## config.mk

```make
export PLATFORM = sky130hd
export DESIGN_NAME = port_arbiter
export DESIGN_NICKNAME = d
export VERILOG_FILES = /design/src/rtl/port_arbiter.sv
export SDC_FILE = /design/constraint.sdc
export NUM_CORES = 1
export LEC_CHECK = 0
export ABC_AREA = 1
export CORE_MARGIN = 2
export CORE_UTILIZATION = 43
export DETAILED_ROUTE_END_ITERATION = 10
export PLACE_DENSITY = 0.81
export SYNTH_ARGS = -nofsm -noshare
export SYNTH_HDL_FRONTEND = slang
export SYNTH_SLANG_ARGS = --single-unit
```

## constraint.sdc

```tcl
create_clock -name clk -period 3.15 [get_ports clk]
set_input_delay 0.315 -clock clk [delete_from_list [all_inputs] [get_ports clk]]
set_output_delay 0.315 -clock clk [all_outputs]
set_load 0.02 [all_outputs]
```

## src/rtl/port_arbiter.sv

```systemverilog
// ---------------------------------------------------------------------------
// port_arbiter
//
// Three-way round-robin arbiter feeding one registered output port of a mesh
// router. The requesters are left, bottom and the local PE. A single output
// register holds the flit that is offered downstream. A requester can only win
// when that register is free, meaning it is empty or is being drained this
// cycle. Destination fields travel through untouched because the routing
// decision is made upstream.
//
// Ports
//   clk, rst                        clock, asynchronous active-high reset
//   i_valid_{l,b,pe}, i_data_{l,b,pe}
//                                   requester flits (left, bottom, PE)
//   o_ready_{l,b,pe}                combinational accept, one-hot or zero
//   o_valid, o_data                 registered flit offered downstream
//   i_ready                         downstream accepts o_data this cycle
//   o_grant                         index of last winner (0=l, 1=b, 2=pe)
//   o_stall_err                     sticky: downstream stalled STALL_MAX cycles
// ---------------------------------------------------------------------------
module port_arbiter #(
   parameter int x_size      = 2,
   parameter int y_size      = 2,
   parameter int data_width  = 8,
   parameter int total_width = 2*x_size + 2*y_size + data_width,
   parameter int STALL_MAX   = 15
) (
   input  logic                   clk,
   input  logic                   rst,
   input  logic                   i_valid_l,
   input  logic                   i_valid_b,
   input  logic                   i_valid_pe,
   input  logic [total_width-1:0] i_data_l,
   input  logic [total_width-1:0] i_data_b,
   input  logic [total_width-1:0] i_data_pe,
   output logic                   o_ready_l,
   output logic                   o_ready_b,
   output logic                   o_ready_pe,
   output logic                   o_valid,
   output logic [total_width-1:0] o_data,
   input  logic                   i_ready,
   output logic [1:0]             o_grant,
   output logic                   o_stall_err
);

   typedef enum logic [1:0] {
      ST_IDLE  = 2'd0,
      ST_SEND  = 2'd1,
      ST_STALL = 2'd2
   } state_e;

   state_e                 state_q;
   logic                   o_valid_q;
   logic [total_width-1:0] o_data_q;
   logic [1:0]             o_grant_q;
   logic [1:0]             ptr_q;
   logic [3:0]             stall_cnt_q, stall_cnt_d;
   logic                   stall_err_q;

   logic [3:0]             req;
   logic                   out_free;
   logic                   win_vld;
   logic [1:0]             win_idx;
   logic                   take;
   logic [total_width-1:0] win_data;

   // Operands are at most 2, so one conditional subtract keeps the result in 0..2.
   function automatic logic [1:0] add_mod3(input logic [1:0] a, input logic [1:0] b);
      logic [2:0] sum;
      sum = {1'b0, a} + {1'b0, b};
      return (sum >= 3'd3) ? 2'(sum - 3'd3) : sum[1:0];
   endfunction

   // Bit 3 is a constant zero so that any 2-bit index stays inside the vector.
   assign req      = {1'b0, i_valid_pe, i_valid_b, i_valid_l};
   assign out_free = !o_valid_q || i_ready;

   // Scan from the farthest candidate back to ptr so that the candidate
   // closest to ptr in rotation order wins.
   always_comb begin
      // NOTE: give every combinational output a default first so no path leaves it unassigned and a latch is inferred.
      win_vld = 1'b0;
      win_idx = 2'd0;
      for (int k = 2; k >= 0; k--) begin
         if (req[add_mod3(ptr_q, 2'(k))]) begin
            win_vld = 1'b1;
            win_idx = add_mod3(ptr_q, 2'(k));
         end
      end
   end

   // Requesters are never accepted while rst is high, even between clock edges.
   assign take = win_vld && out_free && !rst;

   always_comb begin
      unique case (win_idx)
         2'd1:    win_data = i_data_b;
         2'd2:    win_data = i_data_pe;
         default: win_data = i_data_l;
      endcase
   end

   assign o_ready_l  = take && (win_idx == 2'd0);
   assign o_ready_b  = take && (win_idx == 2'd1);
   assign o_ready_pe = take && (win_idx == 2'd2);

   // Count the cycles that a held flit is refused downstream. Saturate at 15
   // and clear on every downstream transfer.
   always_comb begin
      stall_cnt_d = stall_cnt_q;
      if (state_q != ST_IDLE) begin
         if (i_ready)                    stall_cnt_d = 4'd0;
         else if (stall_cnt_q != 4'hF)   stall_cnt_d = stall_cnt_q + 4'd1;
      end
   end

   always_ff @(posedge clk or posedge rst) begin
      if (rst) begin
         state_q     <= ST_IDLE;
         o_valid_q   <= 1'b0;
         // NOTE: o_data is a plain register, not a memory, so it is cleared with the rest of the state.
         o_data_q    <= '0;
         o_grant_q   <= 2'd0;
         ptr_q       <= 2'd0;
         stall_cnt_q <= 4'd0;
         stall_err_q <= 1'b0;
      end else begin
         // NOTE: non-blocking assignments make every register sample the pre-edge values.
         if (take) begin
            o_data_q  <= win_data;
            o_grant_q <= win_idx;
            ptr_q     <= add_mod3(win_idx, 2'd1);
         end

         unique case (state_q)
            ST_IDLE: begin
               if (take) begin
                  state_q   <= ST_SEND;
                  o_valid_q <= 1'b1;
               end
            end
            ST_SEND, ST_STALL: begin
               if (take) begin
                  state_q   <= ST_SEND;
                  o_valid_q <= 1'b1;
               end else if (i_ready) begin
                  // Drained with nothing to replace it. o_data keeps its last value.
                  state_q   <= ST_IDLE;
                  o_valid_q <= 1'b0;
               end else begin
                  state_q   <= ST_STALL;
               end
            end
            default: begin
               state_q   <= ST_IDLE;
               o_valid_q <= 1'b0;
            end
         endcase

         stall_cnt_q <= stall_cnt_d;
         if (stall_cnt_d == 4'(STALL_MAX)) stall_err_q <= 1'b1;
      end
   end

   assign o_valid     = o_valid_q;
   assign o_data      = o_data_q;
   assign o_grant     = o_grant_q;
   assign o_stall_err = stall_err_q;

endmodule

```

==> results of run 1 <==
## power by group
part	internal [mW]	leakage [nW]	switching, mW
sequential	0.525	0.357	0.100
clock	0.170	0.0357	0.115
combinational	0.971	0.926	1.15
total	1.67	1.32	1.37
## flip-flops by register name, indices dropped and copies added, names as in the netlist
| signal | count |
|---|---|
| o_grant | 2 |
| o_data | 16 |
| stall_cnt_q | 4 |
| o_stall_err | 1 |
| o_valid | 1 |
| ptr_q | 2 |
| state_q | 2 |
## stage by stage
stage	hold WS [ps]	worst slack [ps]
detailed placement	464	196
global route	480	86.0
global placement	466	286
finish	427	262
floorplan	380	405
CTS	443	1.28
## synth_stat cells (2+ instances only)
cell	n	area [um^2]
nor3_1	2	10.0
o211ai_1	2	15.0
buf_6	3	33.8
mux2i_1	16	160
nand2_1	52	195
clkbuf_1	2	7.51
nor2_1	11	41.3
o21ai_0	22	110
a22o_1	16	140
nand3_1	10	50.1
ha_1	11	138
inv_1	28	105
buf_2	4	20.0
dfrtp_1	28	701
a21oi_1	2	10.0
## area by class of cell
class / instances / area, um^2 / share of cell area, %
flip-flops and latches: 28 / 701 / 26.0
clock inverters: 1 / 30.0 / 1.12
repair buffers: 82 / 810 / 30.1
clock buffers: 3 / 41.3 / 1.53
inverters: 29 / 109 / 4.04
multi-input cells: 152 / 938 / 34.9
well taps: 50 / 62.6 / 2.32
## layer usage
layer	vias to the layer above	GRT usage, %	share of wire, %
met5	-	0	0
met4	0	4.90	1.2
met3	7	7.14	9.9
met2	74	30.2	46
met1	791	25.5	43
li1	876	-	-
## kinds of logic after synthesis
| kind of cell | Yosys count |
|---|---|
| AO/OA/AOI/OAI | 48 |
| adder cells (fa/ha/maj) | 11 |
| buffers and inverters | 39 |
| flip-flops | 28 |
| multiplexers | 16 |
| AND/OR/NAND/NOR | 77 |
## cells in the final DEF (no fill, tap or decap)
cell type / count
o21ai_0: 22
nor3_1: 2
bufinv_16: 1
dlygate4sd2_1: 1
inv_2: 1
nor2_1: 11
nand2_4: 1
dlymetal6s2s_1: 2
inv_1: 28
nand3_2: 1
clkbuf_8: 3
clkdlybuf4s50_1: 73
o21a_1: 1
o21ai_1: 1
nand2_1: 52
o22ai_1: 1
buf_4: 6
ha_1: 11
a22o_1: 16
o21bai_1: 1
nand3_1: 10
a21oi_1: 1
mux2i_1: 16
o211ai_1: 2
dfrtp_1: 28
a21oi_2: 2
o2111ai_1: 1
## worst reg2reg max path: stages, from the launching register on
cell and delay [ps]:
dfrtp_1 400, inv_1 80, ha_1 380, inv_2 110
nand2_1 50, nand2_1 90, nand2_1 80, o21a_1 180
a21oi_2 230, inv_1 90, ha_1 220, buf_4 200
a22o_1 220, mux2i_1 160, o21ai_0 120
## worst paths after layout
path,start,endpoint,slack (ps)
min in group clk,o_grant[0],o_grant[0],480
max in group asynchronous,rst,o_data[10],2460
setup / recovery,ptr_q[0],o_ready_b,260
hold reg to reg,o_grant[0],o_grant[0],480
setup reg to reg,ptr_q[0],o_data[12],420
hold / removal,rst,o_valid,430
==> impl_metrics.tcl, run 1 <==
set metrics [dict create \
    min_period_ps 2890 \
    htree_levels 1 \
    synth_seq_cells 28 \
    worstMarginPinSlew_ps 343 \
    antenna_found_initial 0 \
    grt_pass1_wl_um 6870 \
    vias 1748 \
    worstPathRequired_ps 2830 \
    pwr_density_cell_mw_per_mm2 1130 \
    avgRoutedWirePerCell_um 12.2 \
    fillers 319 \
    hold_viol 0 \
    finalCritPeriodShare_pct 91.7 \
    worst-path-stages 12 \
    synthesis.area_mm2 0.00181 \
    grt_pass1_vias 1548 \
    ys_seq_area_share_pct 38.6 \
    synthSimpleGateAreaFrac_pct 17.5 \
    ys.flop_type "dfrtp_1" \
    final_nets 361 \
    drive_gt1_share_pct 5.08 \
    p_total_mw 3.03 \
    fin_skew_ps 2.90 \
    hold_class "input port to asynchronous set/reset pin" \
    clock_latency_ps 280 \
    die_h_um 68.9 \
    synth.area.mux_share_pct 8.83 \
    yosysWarnings 0 \
    overflow 0 \
    cts_tree "built" \
    core-area_mm2 0.00403 \
    synth_area_per_cell_um2 8.28 \
    viasPerCell 5.07 \
    drc_errors 0 \
    syn_inst 219 \
    cp.arrival_ps 2570 \
    max_freq_mhz 346 \
    postRouteAntennaNets 0 \
    slew_viol_final 0 \
    synth_cell_type_count 25 \
    ctsHoldBuffers 0 \
    synth-compound-area-share_pct 17.6 \
    synth_top_family_by_area "compound AO/OA/AOI/OAI gates" \
    critPathBufInv 4 \
    max_slew_margin_pct 77.1 \
    syn_to_final_growth_pct 48.4 \
    rsz0062_at_grt "no" \
    status "completed" \
    path_max_fanout 6 \
    finalSetupViolations 0 \
    grt_use_total_pct 19.3 \
    setup.worst_path.end_class "primary output" \
    synth_nets 284 \
    utilization_pct 66.8 \
    dr.pass1.iters 4 \
    peakVddDrop_mv 0.887 \
    cts.path.max_buffers 2 \
    grt_max_degree 29 \
    num_rows 23 \
    final_area_mm2 0.00269 \
    diodes 0 \
    start_kind "flop" \
    critPathTopFamily "buffers and inverters" \
    fin_cells 345 \
    post_cts_resize_count 2 \
    io_pins 77 \
    dp_hpwl_um 3410 \
    dp_cells 341 \
    cap_violations 0 \
    gp_congestion 0.874 \
    final.setup.tns_ps 0 \
    worstPathCellList "inv_1, ha_1, inv_2, nand2_1, nand2_1, nand2_1, o21a_1, a21oi_2, ha_1, inv_1, nor2_1, dlygate4sd2_1" \
    cts_buffers 3 \
    critPathMaxStageDelay_ps 400 \
    p_leak_nw 1.32 \
    die_area_mm2 0.00475 \
    async_flop_share_pct 100 \
    routed_wl_um 4220 \
    cts_setup_buffers 0 \
    clk_pin_slew_ps 90 \
    rr_worst_depth 14 \
    dr.first_iter.drc_count 90 \
    synth_edf_count 0 \
    cpMostUsedCell "nand2_1" \
    dpl_cell_area_mm2 0.00261 \
    synthAdderAreaFrac_pct 7.59 \
    root_buffer "clkbuf_8" \
    die_w_um 68.9 \
    numPortBuffers 76 \
    synth_xor_area_share_pct 0 \
    crit_type "flop to primary output" \
    initial_core_util_pct 45.0 \
    critPathSlowestCell "dfrtp_1" \
    clock_sinks 28 \
]
Note: power is estimated with default switching activity, not from simulation.
==> run 2: changes to the inputs <==
--- a/config.mk
+++ b/config.mk
@@ -9,7 +9,7 @@
 export CORE_MARGIN = 2
 export CORE_UTILIZATION = 43
 export DETAILED_ROUTE_END_ITERATION = 10
-export PLACE_DENSITY = 0.81
+export PLACE_DENSITY = 0.82
 export SYNTH_ARGS = -nofsm -noshare
 export SYNTH_HDL_FRONTEND = slang
 export SYNTH_SLANG_ARGS = --single-unit
==> run 2 against run 1 <==
Hold slack improved by 3.6 ps. Power up 0.22%. Routed wire length grew 2.4%. Non-clock buffer count unchanged. Worst setup slack lost 19 ps. Register-to-register slack hardly changed. Cell count unchanged. Critical endpoint is now o_ready_pe. Largest cell class unchanged. Largest power group unchanged.
==> impl_metrics.tcl, run 2 (same netlist as run 1, synthesis figures left out) <==
set metrics [dict create \
    utilization_pct 66.7 \
    worstMarginPinSlew_ps 335 \
    io_pins 77 \
    dr.first_iter.drc_count 65 \
    critPathMaxStageDelay_ps 410 \
    intPower_mw 1.67 \
    vias 1692 \
    num_rows 23 \
    gp_congestion 0.793 \
    rr_worst_depth 14 \
    slew_viol_final 0 \
    diodes 0 \
    holdWs_ps 431 \
    final.setup.tns_ps 0 \
    hold_viol 0 \
    critPathBufInv 5 \
    r2r_end "o_data[1]" \
    p_total_mw 3.04 \
    path_max_fanout 6 \
    largest_reg_flops 16 \
    max_slew_margin_pct 77.6 \
    cap_violations 0 \
    cpMostUsedCell "inv_1" \
    start_kind "flop" \
    worstPathRequired_ps 2830 \
    antenna_found_initial 0 \
    grt_max_degree 29 \
    htree_levels 1 \
    grt_pass1_vias 1666 \
    fin_cells 345 \
    clock_latency_ps 270 \
    grt_use_total_pct 20.1 \
    viasPerCell 4.90 \
    setup.worst_path.end_class "primary output" \
    p_clk_share_pct 9.1 \
    status "completed" \
    dp_cells 341 \
    die_w_um 68.9 \
    drc_errors 0 \
    root_buffer "clkbuf_8" \
    cts_tree "built" \
    pwr_density_cell_mw_per_mm2 1130 \
    critPathSlowestCell "dfrtp_1" \
    p_sw_share_pct 45.2 \
    crit_type "flop to primary output" \
    r2r_start "ptr_q[0]" \
    overflow 0 \
    p_comb_share_pct 70.1 \
    setup_ws_ps 243 \
    postRouteAntennaNets 0 \
    die_area_mm2 0.00475 \
    pwr-share-seq_pct 20.7 \
    routed_wl_um 4330 \
    dpl_cell_area_mm2 0.00261 \
    cts.path.max_buffers 2 \
    initial_core_util_pct 45.0 \
    reg2reg_setup_slack_ps 410 \
    critPathTopFamily "buffers and inverters" \
    pre_cts_ws_ps 162 \
    final_area_mm2 0.00269 \
    dr.pass1.iters 5 \
    clk_pin_slew_ps 90 \
    grt_pass1_wl_um 7130 \
    clock_sinks 28 \
    worstPathCellList "inv_1, ha_2, inv_2, nand2_1, nand2_1, a21oi_2, nand3_1, a21oi_2, inv_1, ha_1, inv_1, nor2_1, dlygate4sd2_1" \
    numPortBuffers 76 \
    finalSetupViolations 0 \
    max_freq_mhz 344 \
    die_h_um 68.9 \
    avgRoutedWirePerCell_um 12.5 \
    final_cell_mix "73 x clkdlybuf4s50_1, 52 x nand2_1, 28 x inv_1, 28 x dfrtp_1, 22 x o21ai_0" \
    p_leak_nw 1.30 \
    min_period_ps 2910 \
    ctsHoldBuffers 0 \
    fin_skew_ps 2.07 \
    dp_hpwl_um 3430 \
    p_switching_mw 1.37 \
    cp.arrival_ps 2590 \
    hold_class "input port to asynchronous set/reset pin" \
    cts_buffers 3 \
    core-area_mm2 0.00403 \
    final_nets 361 \
    rsz0062_at_grt "no" \
    syn_to_final_growth_pct 48.2 \
    finalCritPeriodShare_pct 92.3 \
    layout_commonest_cell "clkdlybuf4s50_1" \
    peakVddDrop_mv 0.683 \
    drive_gt1_share_pct 5.76 \
]
[run 2: worst max path at each step]
stage               startpoint         end  depth (start not counted)
floorplan             ptr_q[0]   o_ready_b                         13
global placement    i_valid_pe   o_ready_b                         10
detailed placement    ptr_q[0]   o_ready_b                         12
CTS                   ptr_q[0]   o_ready_l                         15
global route          ptr_q[0]  o_ready_pe                         13
finish                ptr_q[0]  o_ready_pe                         13
[run 2: repair_timing]
action,in CTS,in global routing
resized for setup,3,4
pin swaps,0,0
setup buffers,0,0
endpoints found under the setup margin,3,3
[run 2: tightest hold or removal path, stage by stage]
cell and delay (ps):
clkdlybuf4s50_1 420, inv_1 60, buf_4 310
[run 2: area by class of cell]
type / instances / area (um^2)
repair buffers: 82 / 802
clock inverters: 1 / 30.0
fillers: 321 / 1340
well taps: 50 / 62.6
flip-flops and latches: 28 / 701
clock buffers: 3 / 41.3
inverters: 29 / 109
multi-input cells: 152 / 941
[run 2: power by group through the flow]
stage                     Clock [mW]  Combinational (mW)  Sequential (mW)
after floorplan                    0                1.37            0.754
after global placement             0                2.09            0.624
after detailed placement           0                2.13            0.634
after CTS                      0.283                2.15            0.630
after global routing           0.297                2.39            0.650
final                          0.278                2.13            0.629
[run 2: routing by layer]
metal / part of all wire (%) / GRT usage [%] / vias to the layer above / routed length (um)
li1: - / - / 874 / -
met1: 42 / 23.7 / 759 / 1800
met2: 49 / 34.4 / 57 / 2100
met3: 9.1 / 7.63 / 2 / 394
met4: 0.81 / 5.15 / 0 / 35
met5: 0 / 0 / - / 0
==> run 3: changes to the inputs <==
==> constraint.sdc (replaced) <==
create_clock -name clk -period 3.3 [get_ports clk]
set_input_delay 0.33 -clock clk [delete_from_list [all_inputs] [get_ports clk]]
set_output_delay 0.33 -clock clk [all_outputs]
set_load 0.02 [all_outputs]
==> run 3 against run 2 <==
Hold slack improved by 56 ps. Register-to-register slack improved by 90 ps. Routed wire length increased by 7.1%. Clock skew up 2.0 ps. Global-route usage increased by 1.3 points. Clock power hardly changed. Worst setup slack better by 27 ps. Via count increased by 3.8%. Die area unchanged. Sequential power shrank 4.6%. First-iteration DRC count fell by 4.6%. Final area about the same. Largest cell class unchanged.
==> impl_metrics.tcl, run 3 (same netlist as run 1, synthesis figures left out) <==
set metrics [dict create \
    grt_pass1_wl_um 7530 \
    initial_core_util_pct 45.0 \
    root_buffer "clkbuf_8" \
    worstPathRequired_ps 2970 \
    avgRoutedWirePerCell_um 13.5 \
    viasPerCell 5.10 \
    ctsHoldBuffers 0 \
    hold_class "flop to flop" \
    max_freq_mhz 330 \
    p_clk_share_pct 9.4 \
    overflow 0 \
    grt_pass1_vias 1704 \
    pwr-share-seq_pct 20.4 \
    finalCritPeriodShare_pct 91.8 \
    die_w_um 68.9 \
    syn_to_final_growth_pct 48.1 \
    cap_violations 0 \
    final_cell_mix "73 x clkdlybuf4s50_1, 52 x nand2_1, 28 x inv_1, 28 x dfrtp_1, 22 x o21ai_0" \
    p_leak_nw 1.31 \
    clock_latency_ps 280 \
    cts_buffers 3 \
    postRouteAntennaNets 0 \
    setup_ws_ps 270 \
    layout_commonest_cell "clkdlybuf4s50_1" \
    antenna_found_initial 0 \
    core-area_mm2 0.00403 \
    slew_viol_final 0 \
    hold_viol 0 \
    crit_type "flop to primary output" \
    cts_setup_buffers 0 \
    peakVddDrop_mv 0.719 \
    p_comb_share_pct 70.2 \
    dr.pass1.iters 4 \
    die_area_mm2 0.00475 \
    start_kind "flop" \
    num_rows 23 \
    status "completed" \
    final_nets 360 \
    drive_gt1_share_pct 4.76 \
    numPortBuffers 76 \
    p_switching_mw 1.34 \
    intPower_mw 1.60 \
    p_sw_share_pct 45.6 \
    path_max_fanout 6 \
    pre_cts_ws_ps 270 \
    grt_use_total_pct 21.4 \
    htree_levels 1 \
    reg2reg_setup_slack_ps 500 \
    cts_tree "built" \
    finalSetupViolations 0 \
    grt_max_degree 29 \
    clock_sinks 28 \
    worstMarginPinSlew_ps 1040 \
    vias 1756 \
    cp.arrival_ps 2700 \
    dp_hpwl_um 3560 \
    drc_errors 0 \
    fin_skew_ps 4.07 \
    rsz0062_at_grt "no" \
    max_slew_margin_pct 30.3 \
    diodes 0 \
    min_period_ps 3030 \
    setup.worst_path.end_class "primary output" \
    cts.path.max_buffers 2 \
    final.setup.tns_ps 0 \
    largest_reg_flops 16 \
    clk_pin_slew_ps 100 \
    io_pins 77 \
    dr.first_iter.drc_count 62 \
    die_h_um 68.9 \
    routed_wl_um 4640 \
    pwr_density_cell_mw_per_mm2 1090 \
    gp_congestion 0.797 \
]
## run 3: changes by cell type in the layout (fill, tap and decap cells not counted), sizes merged
cell	delta
clkdlybuf4s15	+1
buf	-1
dlymetal6s2s	+1
dlygate4sd2	-1
clkbuf	-1
## run 3: power groups by stage
stage	clock [mW]	combinational, mW	sequential (mW)
CTS	0.278	2.07	0.599
finish	0.275	2.06	0.600
detailed placement	0	2.05	0.603
floorplan	0	1.31	0.719
global placement	0	1.99	0.596
global route	0.290	2.29	0.618
## run 3: worst max-delay path: stages (launching register included)
cell and delay, ps:
dfrtp_1 410, inv_1 80, ha_1 380, inv_2 110
nand2_1 60, nand2_1 90, nand2_1 90, nand2_1 80
o21ai_0 80, nand2_1 80, nand2_1 90, inv_1 130
ha_1 200, inv_1 60, nor2_1 150, clkdlybuf4s15_1 340
## run 3: what timing repair did
action,in CTS,in global routing
setup endpoints to repair,2,3
cloned,0,0
gates resized for setup,2,3
hold endpoints to repair,0,0
## run 3: area by class of cell
type                            instances  area, um^2
Clock inverter                          1        30.0
Clock buffer                            3        41.3
Fill cell                             316        1340
Sequential cell                        28         701
Tap cell                               50        62.6
Inverter                               29         109
Multi-Input combinational cell        152         938
Timing Repair Buffer                   81         803
## run 3: layer usage
layer | vias up | wire length [um] | track usage (%)
li1 | 878 | - | -
met1 | 803 | 1920 | 25.9
met2 | 71 | 2230 | 35.2
met3 | 4 | 452 | 8.77
met4 | 0 | 38 | 5.64
met5 | - | 0 | 0
## run 3: metrics by stage
step                area [um^2]  util (%)  hold slack [ps]  total power, mW  std cells
floorplan                  1810         -              395             2.03        219
global placement           2610      64.7              462             2.59        340
detailed placement         2610      64.7              465             2.65        340
CTS                        2680      66.5              491             2.95        344
global route               2690      66.6              521             3.20        344
finish                     2690      66.6              487             2.93        344
## run 3: path summary, 6_finish.rpt
path | cells past startpoint | to | startpoint
max | 15 | o_ready_b | ptr_q[0]
min | 2 | o_grant[0] | o_grant[0]
max reg2reg | 14 | o_data[0] | ptr_q[0]
min reg2reg | 2 | o_grant[0] | o_grant[0]
max in group asynchronous | 2 | state_q[0] | rst
min in group asynchronous | 2 | o_valid | rst
